$ cat src/rtl/sorted_serializer_if.sv
// ============================================================================
// Module : sorted_serializer_if
// Brief  : Frame-load and element-stream signal bundle of sorted_serializer.
// Rev    : 1.0  initial release
// ============================================================================
`default_nettype none

interface sorted_serializer_if #(
    parameter int DATA_W = 3
);
    logic              in_load;
    logic [DATA_W-1:0] a;
    logic [DATA_W-1:0] b;
    logic [DATA_W-1:0] c;
    logic [DATA_W-1:0] d;
    logic              in_ready;
    logic [DATA_W-1:0] out_data;
    logic              out_valid;
    logic              out_ready;
    logic [1:0]        out_idx;
    logic              out_last;

    // Producer/consumer side (upstream sorter plus downstream sink)
    modport master (
        output in_load, a, b, c, d, out_ready,
        input  in_ready, out_data, out_valid, out_idx, out_last
    );

    modport slave (
        input  in_load, a, b, c, d, out_ready,
        output in_ready, out_data, out_valid, out_idx, out_last
    );
endinterface

`default_nettype wire

$ cat src/rtl/sorted_serializer.sv
// ============================================================================
// Module : sorted_serializer
// Brief  : Two-slot frame buffer streaming 4-element sorted frames one beat per
//          cycle, with order checking, sticky error flags and a frame counter.
// Rev    : 1.0  initial release
// ============================================================================
`default_nettype none

module sorted_serializer #(
    parameter int DATA_W = 3,
    parameter int CNT_W  = 8
) (
    input  wire logic             clk,
    input  wire logic             rst,
    sorted_serializer_if.slave    bus,
    output logic                  order_err,
    output logic                  overflow,
    output logic [CNT_W-1:0]      frame_cnt
);

    localparam logic [0:0] S_IDLE = 1'b0;
    localparam logic [0:0] S_SEND = 1'b1;

    logic [DATA_W-1:0] slot_q [2][4];
    logic              wptr_q, rptr_q, rptr_d;
    logic [1:0]        occ_q, occ_d, w_rem;
    logic [0:0]        state_q, state_d;
    logic [1:0]        idx_q, idx_d;
    logic [DATA_W-1:0] data_q, data_d, w_first;
    logic              valid_q, valid_d, last_q, last_d;
    logic              err_q, ovf_q;
    logic [CNT_W-1:0]  cnt_q;
    logic              w_in_ready, w_cap, w_drop, w_accept, w_retire, w_unsorted;
    logic              w_have_next;

    always_comb begin
        w_in_ready  = (occ_q != 2'd2) && !rst;
        w_cap       = bus.in_load && w_in_ready;
        w_drop      = bus.in_load && !w_in_ready;
        w_accept    = valid_q && bus.out_ready;
        w_retire    = w_accept && (idx_q == 2'd3);
        w_unsorted  = (bus.a > bus.b) || (bus.b > bus.c) || (bus.c > bus.d);
        occ_d       = occ_q + {1'b0, w_cap} - {1'b0, w_retire};
        rptr_d      = rptr_q ^ w_retire;
        w_rem       = occ_q - {1'b0, w_retire};
        w_have_next = (w_rem != 2'd0) || w_cap;
        // A frame captured this very cycle is not in its slot yet: bypass from the inputs
        w_first     = (w_rem != 2'd0) ? slot_q[rptr_d][0] : bus.a;
    end

    always_comb begin
        state_d = state_q;
        idx_d   = idx_q;
        data_d  = data_q;
        valid_d = valid_q;
        last_d  = last_q;
        case (state_q)
            S_IDLE: begin
                if (w_have_next) begin
                    state_d = S_SEND;
                    valid_d = 1'b1;
                    idx_d   = 2'd0;
                    data_d  = w_first;
                    last_d  = 1'b0;
                end
            end
            S_SEND: begin
                if (w_accept) begin
                    if (idx_q != 2'd3) begin
                        idx_d  = idx_q + 2'd1;
                        data_d = slot_q[rptr_q][idx_q + 2'd1];
                        last_d = (idx_q == 2'd2);
                    end else if (w_have_next) begin
                        idx_d  = 2'd0;
                        data_d = w_first;
                        last_d = 1'b0;
                    end else begin
                        state_d = S_IDLE;
                        valid_d = 1'b0;
                        idx_d   = 2'd0;
                        last_d  = 1'b0;
                    end
                end
            end
            default: begin
                state_d = S_IDLE;
                valid_d = 1'b0;
            end
        endcase
    end

    always_ff @(posedge clk) begin
        if (rst) begin
            for (int s = 0; s < 2; s++) begin
                for (int e = 0; e < 4; e++) begin
                    slot_q[s][e] <= '0;
                end
            end
            wptr_q  <= 1'b0;
            rptr_q  <= 1'b0;
            occ_q   <= 2'd0;
            state_q <= S_IDLE;
            idx_q   <= 2'd0;
            data_q  <= '0;
            valid_q <= 1'b0;
            last_q  <= 1'b0;
            err_q   <= 1'b0;
            ovf_q   <= 1'b0;
            cnt_q   <= '0;
        end else begin
            if (w_cap) begin
                slot_q[wptr_q][0] <= bus.a;
                slot_q[wptr_q][1] <= bus.b;
                slot_q[wptr_q][2] <= bus.c;
                slot_q[wptr_q][3] <= bus.d;
                wptr_q            <= ~wptr_q;
                if (w_unsorted) begin
                    err_q <= 1'b1;
                end
            end
            if (w_drop) begin
                ovf_q <= 1'b1;
            end
            if (w_retire) begin
                cnt_q <= cnt_q + 1'b1;
            end
            rptr_q  <= rptr_d;
            occ_q   <= occ_d;
            state_q <= state_d;
            idx_q   <= idx_d;
            data_q  <= data_d;
            valid_q <= valid_d;
            last_q  <= last_d;
        end
    end

    assign bus.in_ready  = w_in_ready;
    assign bus.out_data  = data_q;
    assign bus.out_valid = valid_q;
    assign bus.out_idx   = idx_q;
    assign bus.out_last  = last_q;
    assign order_err     = err_q;
    assign overflow      = ovf_q;
    assign frame_cnt     = cnt_q;

endmodule

`default_nettype wire

$ cat src/flat_wrapper.sv
// flat-port wrapper written by rule: the top's interface ports become plain ports
module sorted_serializer_flat 
#(
    parameter int DATA_W = 3,
    parameter int CNT_W  = 8
)
  (clk, rst, order_err, overflow, frame_cnt, bus_in_load, bus_a, bus_b, bus_c, bus_d, bus_out_ready, bus_in_ready, bus_out_data, bus_out_valid, bus_out_idx, bus_out_last);
  sorted_serializer_if #(.DATA_W(DATA_W)) bus_i ();
  input  wire logic clk;
  input  wire logic rst;
  output logic order_err;
  output logic overflow;
  output logic [CNT_W-1:0] frame_cnt;
  input wire logic [$bits(bus_i.in_load)-1:0] bus_in_load;
  input wire logic [$bits(bus_i.a)-1:0] bus_a;
  input wire logic [$bits(bus_i.b)-1:0] bus_b;
  input wire logic [$bits(bus_i.c)-1:0] bus_c;
  input wire logic [$bits(bus_i.d)-1:0] bus_d;
  input wire logic [$bits(bus_i.out_ready)-1:0] bus_out_ready;
  output wire logic [$bits(bus_i.in_ready)-1:0] bus_in_ready;
  output wire logic [$bits(bus_i.out_data)-1:0] bus_out_data;
  output wire logic [$bits(bus_i.out_valid)-1:0] bus_out_valid;
  output wire logic [$bits(bus_i.out_idx)-1:0] bus_out_idx;
  output wire logic [$bits(bus_i.out_last)-1:0] bus_out_last;
  assign bus_i.in_load = bus_in_load;
  assign bus_i.a = bus_a;
  assign bus_i.b = bus_b;
  assign bus_i.c = bus_c;
  assign bus_i.d = bus_d;
  assign bus_i.out_ready = bus_out_ready;
  assign bus_in_ready = bus_i.in_ready;
  assign bus_out_data = bus_i.out_data;
  assign bus_out_valid = bus_i.out_valid;
  assign bus_out_idx = bus_i.out_idx;
  assign bus_out_last = bus_i.out_last;
  sorted_serializer #(.DATA_W(DATA_W), .CNT_W(CNT_W)) u_core (.clk(clk), .rst(rst), .bus(bus_i), .order_err(order_err), .overflow(overflow), .frame_cnt(frame_cnt));
endmodule
$ cat config.mk
export PLATFORM = sky130hd
export DESIGN_NAME = sorted_serializer_flat
export DESIGN_NICKNAME = d
export VERILOG_FILES = /design/src/rtl/sorted_serializer_if.sv /design/src/rtl/sorted_serializer.sv /design/src/flat_wrapper.sv
export SDC_FILE = /design/constraint.sdc
export NUM_CORES = 1
export LEC_CHECK = 0
export ABC_AREA = 0
export BUFFER_PORTS_ARGS = -buffer_cell sky130_fd_sc_hd__buf_2
export CAP_MARGIN = 40
export CORE_ASPECT_RATIO = 0.5
export CORE_MARGIN = 1
export CORE_UTILIZATION = 60
export CTS_BUF_LIST = sky130_fd_sc_hd__clkbuf_4
export DETAILED_ROUTE_END_ITERATION = 16
export PLACE_DENSITY = 0.83
export SKIP_CTS_REPAIR_TIMING = 1
export SLEW_MARGIN = 25
export SYNTH_ARGS = -nofsm -noshare
export SYNTH_HDL_FRONTEND = slang
export SYNTH_SLANG_ARGS = --single-unit
$ cat constraint.sdc
create_clock -name clk -period 4.8 [get_ports clk]
set_input_delay 0.48 -clock clk [delete_from_list [all_inputs] [get_ports clk]]
set_output_delay 0.48 -clock clk [all_outputs]
set_load 0.03 [all_outputs]
After elaboration in Yosys (flattened, before gate mapping)
Memories as Yosys holds them, arrays and structs flattened. A register that Yosys moved wholly into a read port is not among the register bits.
Index checks and enable logic that the tools add are counted.
{"block": "op_classes", "n_eq_ne": 8, "addsub": 5, "bitwise_logic": 4, "reduce_logical": 15, "mux": 34, "order_cmp": 4}
{"operator": "2-to-1 mux 1 bit", "n": 18}
{"operator": "2-to-1 mux 3 bit", "n": 6}
{"operator": "2-to-1 mux 12 bit", "n": 1}
{"operator": "OR reduction 12 bit", "n": 1}
{"operator": "!= test 2 bit (second input constant)", "n": 5}
{"operator": "greater-than comparator 3 bit", "n": 3}
{"operator": "adder 8 x 1 -> 8 bit (second input constant)", "n": 1}
{"operator": "binary-select mux 3 bit (select 2 bit)", "n": 1}
{"operator": "2-to-1 mux 2 bit", "n": 3}
{"operator": "one-hot mux 1 bit (2 select lines)", "n": 3}
{"operator": "one-hot mux 3 bit (2 select lines)", "n": 1}
{"operator": "logical AND 1 bit", "n": 5}
{"operator": "== test 2 bit (second input constant)", "n": 2}
{"operator": "one-hot mux 2 bit (2 select lines)", "n": 1}
{"operator": "AND reduction 2 bit", "n": 2}
{"operator": "AND reduction 4 bit", "n": 1}
{"operator": "subtractor 2 x 1 -> 2 bit", "n": 2}
{"operator": ">= comparator 3 bit (second input constant)", "n": 1}
{"operator": "logical OR 1 bit", "n": 3}
{"operator": "inverter 2 -> 3 bit", "n": 1}
{"operator": "adder 2 x 1 -> 2 bit", "n": 1}
{"operator": "adder 2 x 1 -> 2 bit (second input constant)", "n": 1}
{"operator": "zero test 1 bit", "n": 2}
{"operator": "!= test 2 x 1 -> 1 bit (second input constant)", "n": 1}
{"operator": "other kinds (3)", "n": 4}
{"block": "totals", "inputBits": 16, "register_bits": 22, "mem_count": 1, "out_inout_bits": 18, "mem_bits_rw": 24, "word_cells": 82}
{"memory": "u_core.slot_q", "depth": 2, "width": 12, "read_ports": 2, "rd_clocked_by_memory_dff": 1, "write_ports": 2, "line": "sorted_serializer.sv:24", "rtl": "logic [DATA_W-1:0] slot_q [2][4];"}

Longest topological paths before layout
Gate-level depths: netlist of the first run.
{"block": "logic_depth", "ltp_word": 9, "ltp_mapped": 8, "depth_no_buf": 7}

Worst setup path before layout of the first run
Ideal clock, no wire load.
{"block": "synth_path", "kind": "input port to flip-flop", "start": "input port rst", "end": "register u_core.occ_q[1]", "t_required_ps": 4729, "setup_time_ps": 71, "setup_slack_ps": 2742, "path_buffers": 3, "arrival_time_ps": 1988, "path_stages": 8, "cell_sequence": "clkbuf_1 nor3b_4 buf_4 buf_2 ha_1 xor2_1 or3_1 a21oi_1"}
{"block": "synth_via", "elab_chain_cells": 5}
{"element": "start: declaration", "line": "flat_wrapper.sv:10", "rtl": "input wire logic rst;"}
{"element": "zero test 1 bit", "line": "sorted_serializer.sv:37", "rtl": "w_in_ready = (occ_q != 2'd2) && !rst;"}
{"element": "logical AND 1 bit", "line": "sorted_serializer.sv:37"}
{"element": "logical AND 1 bit", "line": "sorted_serializer.sv:38", "rtl": "w_cap = bus.in_load && w_in_ready;"}
{"element": "named net u_core.w_cap", "line": "sorted_serializer.sv:33", "rtl": "logic w_in_ready, w_cap, w_drop, w_accept, w_retire, w_unsorted;"}
{"element": "adder 2 x 1 -> 2 bit", "line": "sorted_serializer.sv:43", "rtl": "occ_d = occ_q + {1'b0, w_cap} - {1'b0, w_retire};"}
{"element": "subtractor 2 x 1 -> 2 bit", "line": "sorted_serializer.sv:43"}
{"element": "end signal: assignment", "line": "sorted_serializer.sv:101", "rtl": "occ_q <= 2'd0;"}
{"element": "end signal: assignment", "line": "sorted_serializer.sv:128", "rtl": "occ_q <= occ_d;"}
{"element": "end: declaration", "line": "sorted_serializer.sv:26", "rtl": "logic [1:0] occ_q, occ_d, w_rem;"}
The timed path passes the listed nets, and every way through them passes these cells.
A chain may end at the register's enable or synchronous reset.

==> impl_metrics.json, run 1 <==
{
  "outcome": "complete, no violations",
  "layout-area-overhead-vs-synth_pct": 12.08,
  "synth_area_per_inst_um2": 10.97,
  "final-max-slew-violation-count": 0,
  "leakage_nw": 1.167,
  "cp-end-kind": "flop",
  "seq_area_frac_synth": 0.4811,
  "start_util": 0.6629,
  "coreArea_um2": 3641,
  "worstPathArrival_ps": 2410,
  "synth_seq_cells": 46,
  "synth_largest_area_cell": "sky130_fd_sc_hd__edfxtp_1",
  "clkLatencyLatePin_ps": 380,
  "die_area_um2": 4296,
  "buffer_ports.inserted": 33,
  "met2_wirelength_mm": 2.313,
  "antenna_cells_inserted": 0,
  "unique_masters_post_synth": 42,
  "critPathRequiredTime_ps": 4870,
  "grt_first_pass_wirelength_mm": 7.941,
  "mappedNetlistArea_um2": 2414,
  "routedLengthMet1_mm": 2.334,
  "via_count_of_the_first_global_routing_pass": 1619,
  "worst_setup_path_start_kind": "flop",
  "whs_path_depth": 3,
  "yosysWarnings": 0,
  "final_antenna_net_count": 0,
  "layout-drive-gt1-share": 0.2063,
  "post-route-min-period_ps": 2339,
  "globalRoute.totalOverflow": 0,
  "route.top_layer_used": "met4",
  "max_cap_violations": 0,
  "remaining_drc_errors": 0,
  "post_dp_hpwl_mm": 3.483,
  "drtPass1Iterations": 4,
  "final_common_cell": "sky130_fd_sc_hd__buf_2",
  "syn-num-nets": 249,
  "layout_worst_path_cycle_share": 0.4874,
  "worst_hold_path_type": "primary input to flop",
  "chipHeight_um": 46.85,
  "average_wire_per_standard_cell_um": 16.33,
  "fmax_mhz": 427.5,
  "worst-r2r-cell-count": 5,
  "netlist.area_leader.share": 0.2986,
  "ctsHtreeMaxLevel": 2,
  "clockRootBuffer": "sky130_fd_sc_hd__clkbuf_4",
  "finClkSkew_ps": 19.65,
  "finalWirelength_mm": 4.948,
  "drtIter0Drc": 51,
  "cts.sinks": 46,
  "final_core_utilization": 0.7430,
  "synth.area.top_cells": "sky130_fd_sc_hd__edfxtp_1, sky130_fd_sc_hd__dfxtp_1, sky130_fd_sc_hd__ha_1, sky130_fd_sc_hd__mux2i_1, sky130_fd_sc_hd__and2_1",
  "power.density_nw_per_um2": 324.4,
  "tightest_slew_ps": 715.0,
  "worstSetupPathType": "flop to flop",
  "setup-tns-final_ps": 0,
  "critPathMaxFanout": 23,
  "detail_route.vias_per_cell": 5.759,
  "worst_ir_drop_vdd_v": 0.0001265,
  "layout.nets": 280,
  "numCtsBuffers": 5,
  "pin_count_of_the_biggest_net_entering_global_routing": 29,
  "placementRows": 15,
  "max_slew_margin": 0.5227,
  "top_level_ports": 34,
  "tritoncts": "done",
  "wl_met3_um": 229,
  "grt_usage": 0.2552,
  "globalplace.congestion": 0.7756,
  "vias": 1745,
  "die_w_um": 91.70,
  "synth_cells": 220,
  "grt_antenna_before_repair": 0,
  "clkTransAtPathRegs_ps": 130,
  "finalHoldViolations": 0,
  "clock_path_buffers": 2,
  "layout.cells.most_common_list": "sky130_fd_sc_hd__buf_2, sky130_fd_sc_hd__edfxtp_1, sky130_fd_sc_hd__dfxtp_1",
  "report.final.setup_viol": 0,
  "grt_setup_unrepaired": "no"
}
[cell type report]
cell class | count | area (µm²)
sequential | 46 | 1161
multi-input combinational | 153 | 1160
fill | 256 | 935.9
timing repair buffer | 34 | 172.7
clock inverter | 3 | 68.82
tap | 51 | 63.81
inverter | 11 | 41.29
clock buffer | 5 | 37.54
[path summary, 6_finish.rpt]
check / start / to / slack [ps]
setup / recovery: u_core.occ_q[0] / u_core.slot_q[0][10] / 2460
hold / removal: bus_in_load / u_core.overflow / 370
setup reg to reg: u_core.occ_q[0] / u_core.slot_q[0][10] / 2460
hold reg to reg: u_core.bus.out_last / u_core.bus.out_last / 490
[synthesized netlist by cell type (all sizes together)]
| cell | n |
|---|---|
| mux2i | 15 |
| mux2 | 1 |
| edfxtp | 24 |
| nor2 | 19 |
| xor2 | 6 |
| a221oi | 3 |
| o41ai | 1 |
| and2b | 1 |
| o21a | 2 |
| nor2b | 6 |
| a22oi | 2 |
| o21ai | 3 |
| nand2b | 1 |
| a21oi | 9 |
| a211o | 1 |
| ha | 13 |
| nor3b | 1 |
| mux4 | 3 |
| and3 | 5 |
| nor3 | 2 |
| a22o | 3 |
| nand3 | 7 |
| a31oi | 2 |
| a32oi | 1 |
| a21o | 2 |
| or3 | 2 |
| or2 | 1 |
| and2 | 20 |
| a311oi | 2 |
| nand4 | 3 |
| nand2 | 9 |
| inv | 11 |
| dfxtp | 22 |
| xnor2 | 5 |
| o21ba | 2 |
| buf | 4 |
| clkbuf | 6 |
[power by group]
group / internal [mW] / switching, mW
sequential: 0.439 / 0.0181
combinational: 0.0522 / 0.0721
clock: 0.163 / 0.133
[stage by stage]
step / power (mW) / hold slack (ps) / setup WS [ps] / instance area, µm² / std cells
floorplan: 0.5506 / 558.0 / 2742 / 2414 / 220
finish: 0.8775 / 373.6 / 2461 / 2705 / 303
CTS: 0.8766 / 360.0 / 2436 / 2705 / 303
global placement: 0.5822 / 446.1 / 2445 / 2599 / 295
detailed placement: 0.5881 / 459.5 / 2277 / 2599 / 295
global route: 0.9099 / 382.3 / 2252 / 2705 / 303
[critical path: stages, from the launching register on]
cell	delay [ps]
sky130_fd_sc_hd__dfxtp_1	430
sky130_fd_sc_hd__and2b_1	250
sky130_fd_sc_hd__nor3b_4	170
sky130_fd_sc_hd__buf_4	280
sky130_fd_sc_hd__nor2b_1	500
sky130_fd_sc_hd__or2_2	390
[routing by layer]
layer	up-vias	track usage
li1	848	-
met1	838	0.3217
met2	51	0.4541
met3	8	0.05663
met4	0	0.1000
met5	-	0
[kinds of logic after synthesis]
kind of cell | synth area share
simple gates | 0.1716
flops | 0.4811
compound gates | 0.1021
buf+inv | 0.03836
mux | 0.09642
fa+ha+maj | 0.06739
xor+xnor | 0.04303
[registers in the layout (all words and copies together), names as in the netlist]
| signal | flops |
|---|---|
| u_core.overflow | 1 |
| u_core.occ_q | 2 |
| u_core.bus.out_last | 1 |
| u_core.state_q | 1 |
| u_core.wptr_q | 1 |
| u_core.rptr_q | 1 |
| u_core.bus.out_data | 3 |
| u_core.bus.out_valid | 1 |
| u_core.frame_cnt | 8 |
| u_core.order_err | 1 |
| u_core.slot_q | 24 |
| u_core.bus.out_idx | 2 |
No activity file was read; power rests on OpenSTA's default activity.
==> inputs of run 2 (changes only) <==
- ABC_AREA: 0 -> 1
- CORE_UTILIZATION: 60 -> 59
- PLACE_DENSITY: 0.83 -> 0.82
- clock period: 4.8 -> 2.3 ns (I/O delays scaled with it)
==> run 2 against run 1 <==
  * Clock-buffer cell count rose by 1
  * Non-clock buffer count increased by 1
  * Hold slack worse by 220 ps
  * Largest cell class unchanged
  * Combinational power grew 130%
  * Register-to-register slack got worse by 2100 ps
  * Synthesized area rose by 2.6%
  * Clock skew down 4.6 ps
  * Core utilization shrank 5.3 points
  * Sequential cell count unchanged
==> impl_metrics.json, run 2 <==
{
  "yosysWarnings": 0,
  "rr_startpoint": "u_core.bus.out_idx[0]",
  "average_wire_per_standard_cell_um": 13.33,
  "chipHeight_um": 47.82,
  "most_frequent_cell_after_synthesis": "sky130_fd_sc_hd__nand2_1",
  "pin_count_of_the_biggest_net_entering_global_routing": 22,
  "cp-end-kind": "flop",
  "r2r-end": "u_core.bus.out_data[2]",
  "finalHoldWorstSlack_ps": 152.3,
  "detail_route.vias_per_cell": 5.453,
  "remaining_drc_errors": 0,
  "worst-r2r-cell-count": 9,
  "layout.cells.most_common_list": "sky130_fd_sc_hd__nand2_1, sky130_fd_sc_hd__nand3_1, sky130_fd_sc_hd__inv_1",
  "start_util": 0.6250,
  "clkLatencyLatePin_ps": 360,
  "internal_power_consumption_mw": 1.138,
  "seq_power_share": 0.585,
  "grt_usage": 0.2434,
  "worstPathArrival_ps": 2230,
  "clock_path_buffers": 2,
  "ys_async_sr_fraction": 0,
  "tritoncts": "done",
  "numCtsBuffers": 5,
  "outcome": "complete, no violations",
  "max_slew_margin": 0.6470,
  "unique_masters_post_synth": 29,
  "leakage_nw": 1.256,
  "placementRows": 16,
  "worst_setup_path_start_kind": "flop",
  "layout-area-overhead-vs-synth_pct": 10.45,
  "final_common_cell": "sky130_fd_sc_hd__nand2_1",
  "synthFlopType": "sky130_fd_sc_hd__edfxtp_1",
  "die_area_um2": 4478,
  "antenna_cells_inserted": 0,
  "clkTransAtPathRegs_ps": 140,
  "p_sw_mw": 0.4734,
  "number_of_enable_flip_flop_cells_after_synthesis": 24,
  "drtPass1Iterations": 5,
  "syn-num-nets": 332,
  "power.density_nw_per_um2": 588.9,
  "die_w_um": 93.64,
  "report.final.setup_viol": 0,
  "vias": 2132,
  "worst_hold_path_type": "primary input to flop",
  "synth_area_per_inst_um2": 8.176,
  "clockRootBuffer": "sky130_fd_sc_hd__clkbuf_4",
  "finalWirelength_mm": 5.211,
  "largest_register_ff_count": 24,
  "synth_largest_area_cell": "sky130_fd_sc_hd__edfxtp_1",
  "coreArea_um2": 3964,
  "worst_ir_drop_vdd_v": 0.0002468,
  "via_count_of_the_first_global_routing_pass": 1727,
  "post-route-min-period_ps": 1943,
  "final-max-slew-violation-count": 0,
  "setup_slack_ps": 357.0,
  "cts.sinks": 46,
  "finClkSkew_ps": 15.00,
  "tightest_slew_ps": 528.8,
  "whs_endpoint": "u_core.overflow",
  "buffer_ports.inserted": 33,
  "globalRoute.totalOverflow": 0,
  "finalHoldViolations": 0,
  "ctsHtreeMaxLevel": 2,
  "dp.cells": 383,
  "critPathMaxFanout": 10,
  "dpl_worst_slack_ps": 360.2,
  "mappedNetlistArea_um2": 2477,
  "setup-tns-final_ps": 0,
  "whs_path_depth": 3,
  "top_level_ports": 34,
  "critPathRequiredTime_ps": 2590,
  "largest_register": "u_core.slot_q",
  "grt_antenna_before_repair": 0,
  "max_cap_violations": 0,
  "layout-drive-gt1-share": 0.1751,
  "synth.area.top_cells": "sky130_fd_sc_hd__edfxtp_1, sky130_fd_sc_hd__dfxtp_1, sky130_fd_sc_hd__nand2_1, sky130_fd_sc_hd__nand3_1, sky130_fd_sc_hd__ha_1",
  "grt_setup_unrepaired": "no",
  "hold_path.startpoint": "bus_in_load",
  "layout.nets": 365,
  "netlist.area_leader.share": 0.2909,
  "ff2ff_setup_slack_ps": 360,
  "grt_first_pass_wirelength_mm": 7.866,
  "drtIter0Drc": 90,
  "synth_seq_cells": 46,
  "synth_cells": 303,
  "final_antenna_net_count": 0,
  "post_synth_most_frequent_cells": "sky130_fd_sc_hd__nand2_1, sky130_fd_sc_hd__nand3_1, sky130_fd_sc_hd__inv_1, sky130_fd_sc_hd__nor2_1, sky130_fd_sc_hd__edfxtp_1",
  "layout_worst_path_cycle_share": 0.8448,
  "post_dp_hpwl_mm": 3.982,
  "pwr-share-clk": 0.242,
  "seq_area_frac_synth": 0.4687,
  "finish.cell_count_without_fillers": 391,
  "globalplace.congestion": 0.8436,
  "power.switching_fraction": 0.2938,
  "combinationalPowerShare": 0.173,
  "worstSetupPathType": "flop to flop",
  "fmax_mhz": 514.7
}
==> run 2: layer usage <==
| layer | part of all wire | vias up | global-route usage |
|---|---|---|---|
| met5 | 0 | - | 0 |
| met4 | 0.0059 | 0 | 0.05846 |
| met3 | 0.088 | 5 | 0.05397 |
| met2 | 0.46 | 100 | 0.4265 |
| met1 | 0.45 | 950 | 0.3214 |
| li1 | - | 1077 | - |
==> run 2: cell type report <==
type	count	area, µm²
Fill cell	340	1227
Sequential cell	46	1161
Multi-Input combinational cell	209	1122
Timing Repair Buffer	35	180.2
Inverter	39	146.4
Tap cell	54	67.56
Clock buffer	6	45.04
Clock inverter	2	13.76
==> run 2: power groups by stage <==
stage	logic [mW]	registers [mW]	clock network [mW]
finish	0.279	0.942	0.391
global route	0.311	0.947	0.426
CTS	0.279	0.942	0.394
detailed placement	0.277	0.960	0
global placement	0.268	0.959	0
floorplan	0.178	0.977	0
==> run 2: logic make-up after synthesis <==
| family | count (synthesis) | share of synthesized area |
|---|---|---|
| and+or+nand+nor | 165 | 0.3207 |
| buffers and inverters | 48 | 0.07827 |
| DFF | 46 | 0.4687 |
| AOI/OAI and AO/OA | 29 | 0.05960 |
| adders and majority gates | 13 | 0.06566 |
| xor gates and xnor gates | 2 | 0.007072 |
==> run 2: worst max path at each step <==
stage	start	endpoint	slack (ps)	cells after the start
2_1_floorplan	u_core.occ_q[0]	u_core.slot_q[0][0]	340	7
3_3_place_gp	rst	u_core.slot_q[1][5]	390	6
3_5_place_dp	rst	u_core.slot_q[1][2]	360	6
4_1_cts	u_core.bus.out_idx[0]	u_core.occ_q[1]	380	7
5_1_grt	u_core.bus.out_idx[0]	u_core.bus.out_data[1]	170	9
6_report	u_core.bus.out_idx[0]	u_core.bus.out_data[2]	360	9
==> run 2: worst max-delay path, stage by stage (launching register included) <==
cell and delay [ps]:
sky130_fd_sc_hd__dfxtp_1 560, sky130_fd_sc_hd__clkinv_1 320, sky130_fd_sc_hd__ha_1 420, sky130_fd_sc_hd__inv_1 120
sky130_fd_sc_hd__nand3_1 100, sky130_fd_sc_hd__nand3_1 90, sky130_fd_sc_hd__nand2_1 60, sky130_fd_sc_hd__inv_1 50
sky130_fd_sc_hd__nand2_1 40, sky130_fd_sc_hd__a21oi_1 100
==> run 2: metrics by stage <==
step / utilization / area [µm²] / power, mW
CTS: 0.6903 / 2736 / 1.614
floorplan: - / 2477 / 1.156
detailed placement: 0.6755 / 2678 / 1.237
global route: 0.6903 / 2736 / 1.685
global placement: 0.6755 / 2678 / 1.227
finish: 0.6903 / 2736 / 1.611
==> inputs of run 3 (changes only) <==
- clock period: 2.3 -> 1.9 ns (I/O delays scaled with it)
==> run 3 against run 2 <==
  * Core utilization increased by 1.2 points
  * Clock skew is 2.0 ps higher
  * Clock power rose by 17%
  * Sequential cell count did not move
  * Clock-buffer cell count fell by 1
  * Critical path depth is 3 lower
  * Register-to-register slack got worse by 140 ps
  * Final cell count rose by 1.5%
  * Global-route usage increased by 0.73 points
  * Non-clock buffer count rose by 6
  * Hold slack worse by 49 ps
  * Fmax rose by 15%
  * Critical path type unchanged
  * Critical endpoint is now u_core.slot_q[1][5]
  * Largest cell class unchanged
==> impl_metrics.json, run 3 (synthesis gave the netlist of run 2 again) <==
{
  "outcome": "complete, no violations",
  "leakage_nw": 1.276,
  "placementRows": 16,
  "vias": 2191,
  "buffer_ports.inserted": 33,
  "nFillCells": 325,
  "fmax_mhz": 594.4,
  "largest_register_ff_count": 24,
  "max_slew_margin": 0.6750,
  "pin_count_of_the_biggest_net_entering_global_routing": 21,
  "finClkSkew_ps": 17.00,
  "detail_route.vias_per_cell": 5.519,
  "layout_worst_path_cycle_share": 0.8855,
  "critPathRequiredTime_ps": 1970,
  "grt_usage": 0.2507,
  "timing.critical_path.buf_inv": 1,
  "worst_path_max_delay_cell": "sky130_fd_sc_hd__dfxtp_1",
  "numCtsBuffers": 5,
  "average_wire_per_standard_cell_um": 13.52,
  "worst_hold_path_type": "primary input to flop",
  "critPathMaxFanout": 10,
  "worstSetupPathType": "flop to flop",
  "critical_path.max_stage_delay_ps": 410,
  "start_util": 0.6250,
  "clkTransAtPathRegs_ps": 140,
  "layout-area-overhead-vs-synth_pct": 12.42,
  "die_area_um2": 4478,
  "globalplace.congestion": 0.8330,
  "largest_register": "u_core.slot_q",
  "cp-end-kind": "flop",
  "cp_cell_sequence": "inv_1, nand2_1, nand2_2, nor2_4, nand2_1, nand2_2",
  "final_antenna_net_count": 0,
  "whs_path_depth": 3,
  "top_delay_family_on_crit_path": "simple AND/OR/NAND/NOR gates",
  "grt_antenna_before_repair": 0,
  "clock_path_buffers": 2,
  "globalRoute.totalOverflow": 0,
  "finish.cell_count_without_fillers": 397,
  "worst-r2r-cell-count": 6,
  "worst_ir_drop_vdd_v": 0.0002961,
  "tritoncts": "done",
  "coreArea_um2": 3964,
  "grt_setup_unrepaired": "no",
  "clockRootBuffer": "sky130_fd_sc_hd__clkbuf_4",
  "via_count_of_the_first_global_routing_pass": 1876,
  "max_cap_violations": 0,
  "report.final.setup_viol": 0,
  "die_w_um": 93.64,
  "antenna_cells_inserted": 0,
  "drtIter0Drc": 139,
  "cts.sinks": 46,
  "timing.critical_path.depth": 6,
  "power.density_nw_per_um2": 699.4,
  "clkLatencyLatePin_ps": 380,
  "ff2ff_setup_slack_ps": 220,
  "drtPass1Iterations": 5,
  "post_dp_hpwl_mm": 4.081,
  "layout-drive-gt1-share": 0.1953,
  "layout.cells.most_common_list": "sky130_fd_sc_hd__nand2_1, sky130_fd_sc_hd__nand3_1, sky130_fd_sc_hd__inv_1",
  "worst_setup_path_start_kind": "flop",
  "tightest_slew_ps": 485.7,
  "layout.nets": 371,
  "finalHoldViolations": 0,
  "post-route-min-period_ps": 1682,
  "final_common_cell": "sky130_fd_sc_hd__nand2_1",
  "final-max-slew-violation-count": 0,
  "grt_first_pass_wirelength_mm": 8.211,
  "remaining_drc_errors": 0,
  "chipHeight_um": 47.82,
  "top_level_ports": 34,
  "ctsHtreeMaxLevel": 2,
  "dp.cells": 389,
  "finalWirelength_mm": 5.368,
  "worstPathArrival_ps": 1750,
  "setup-tns-final_ps": 0
}
run 3: cell types whose count changed in the layout (fill, tap and decap cells not counted), sizes merged:
cell	previous run	this run
clkbuf	6	5
clkinvlp	1	2
buf	35	41
run 3: layout make-up:
cell class | instances | area, µm² | area share
inverters | 39 | 146.4 | 0.05256
clock buffers | 5 | 37.54 | 0.01348
multi-input cells | 209 | 1131 | 0.4061
flip-flops and latches | 46 | 1161 | 0.4169
clock inverters | 3 | 16.27 | 0.005840
repair buffers | 41 | 225.2 | 0.08086
well taps | 54 | 67.56 | 0.02426
run 3: stage by stage:
stage / total power, mW / util / hold WS [ps] / setup slack, ps / cell area, µm²
after floorplan: 1.400 / - / 334.7 / 110.9 / 2481
after global placement: 1.495 / 0.6878 / 448.0 / 270.0 / 2726
after detailed placement: 1.508 / 0.6878 / 454.4 / 134.3 / 2726
after CTS: 1.946 / 0.7014 / 100.9 / 103.7 / 2780
after global routing: 2.033 / 0.7027 / 158.4 / 60.15 / 2785
final: 1.948 / 0.7027 / 103.2 / 217.6 / 2785
run 3: routing by layer:
layer / track usage / wire, µm / vias to the layer above
li1: - / - / 1089
met2: 0.4309 / 2445 / 74
met3: 0.04921 / 336 / 11
met1: 0.3317 / 2504 / 1017
met5: 0 / 0 / -
met4: 0.08923 / 81 / 0
run 3: path summary, 6_finish.rpt:
check | from | endpoint
max | u_core.occ_q[0] | u_core.slot_q[1][5]
min | bus_in_load | u_core.overflow
max reg2reg | u_core.occ_q[0] | u_core.slot_q[1][5]
min reg2reg | u_core.frame_cnt[7] | u_core.frame_cnt[7]
run 3: report_power, final:
group | switching [mW] | total [mW] | internal, mW
combinational | 0.230 | 0.350 | 0.119
sequential | 0.0341 | 1.14 | 1.11
clock | 0.321 | 0.458 | 0.137
total | 0.586 | 1.95 | 1.36
run 3: worst min-delay path, stage by stage:
cell	delay [ps]
sky130_fd_sc_hd__buf_2	120
sky130_fd_sc_hd__a21oi_1	70
sky130_fd_sc_hd__nor2_1	70
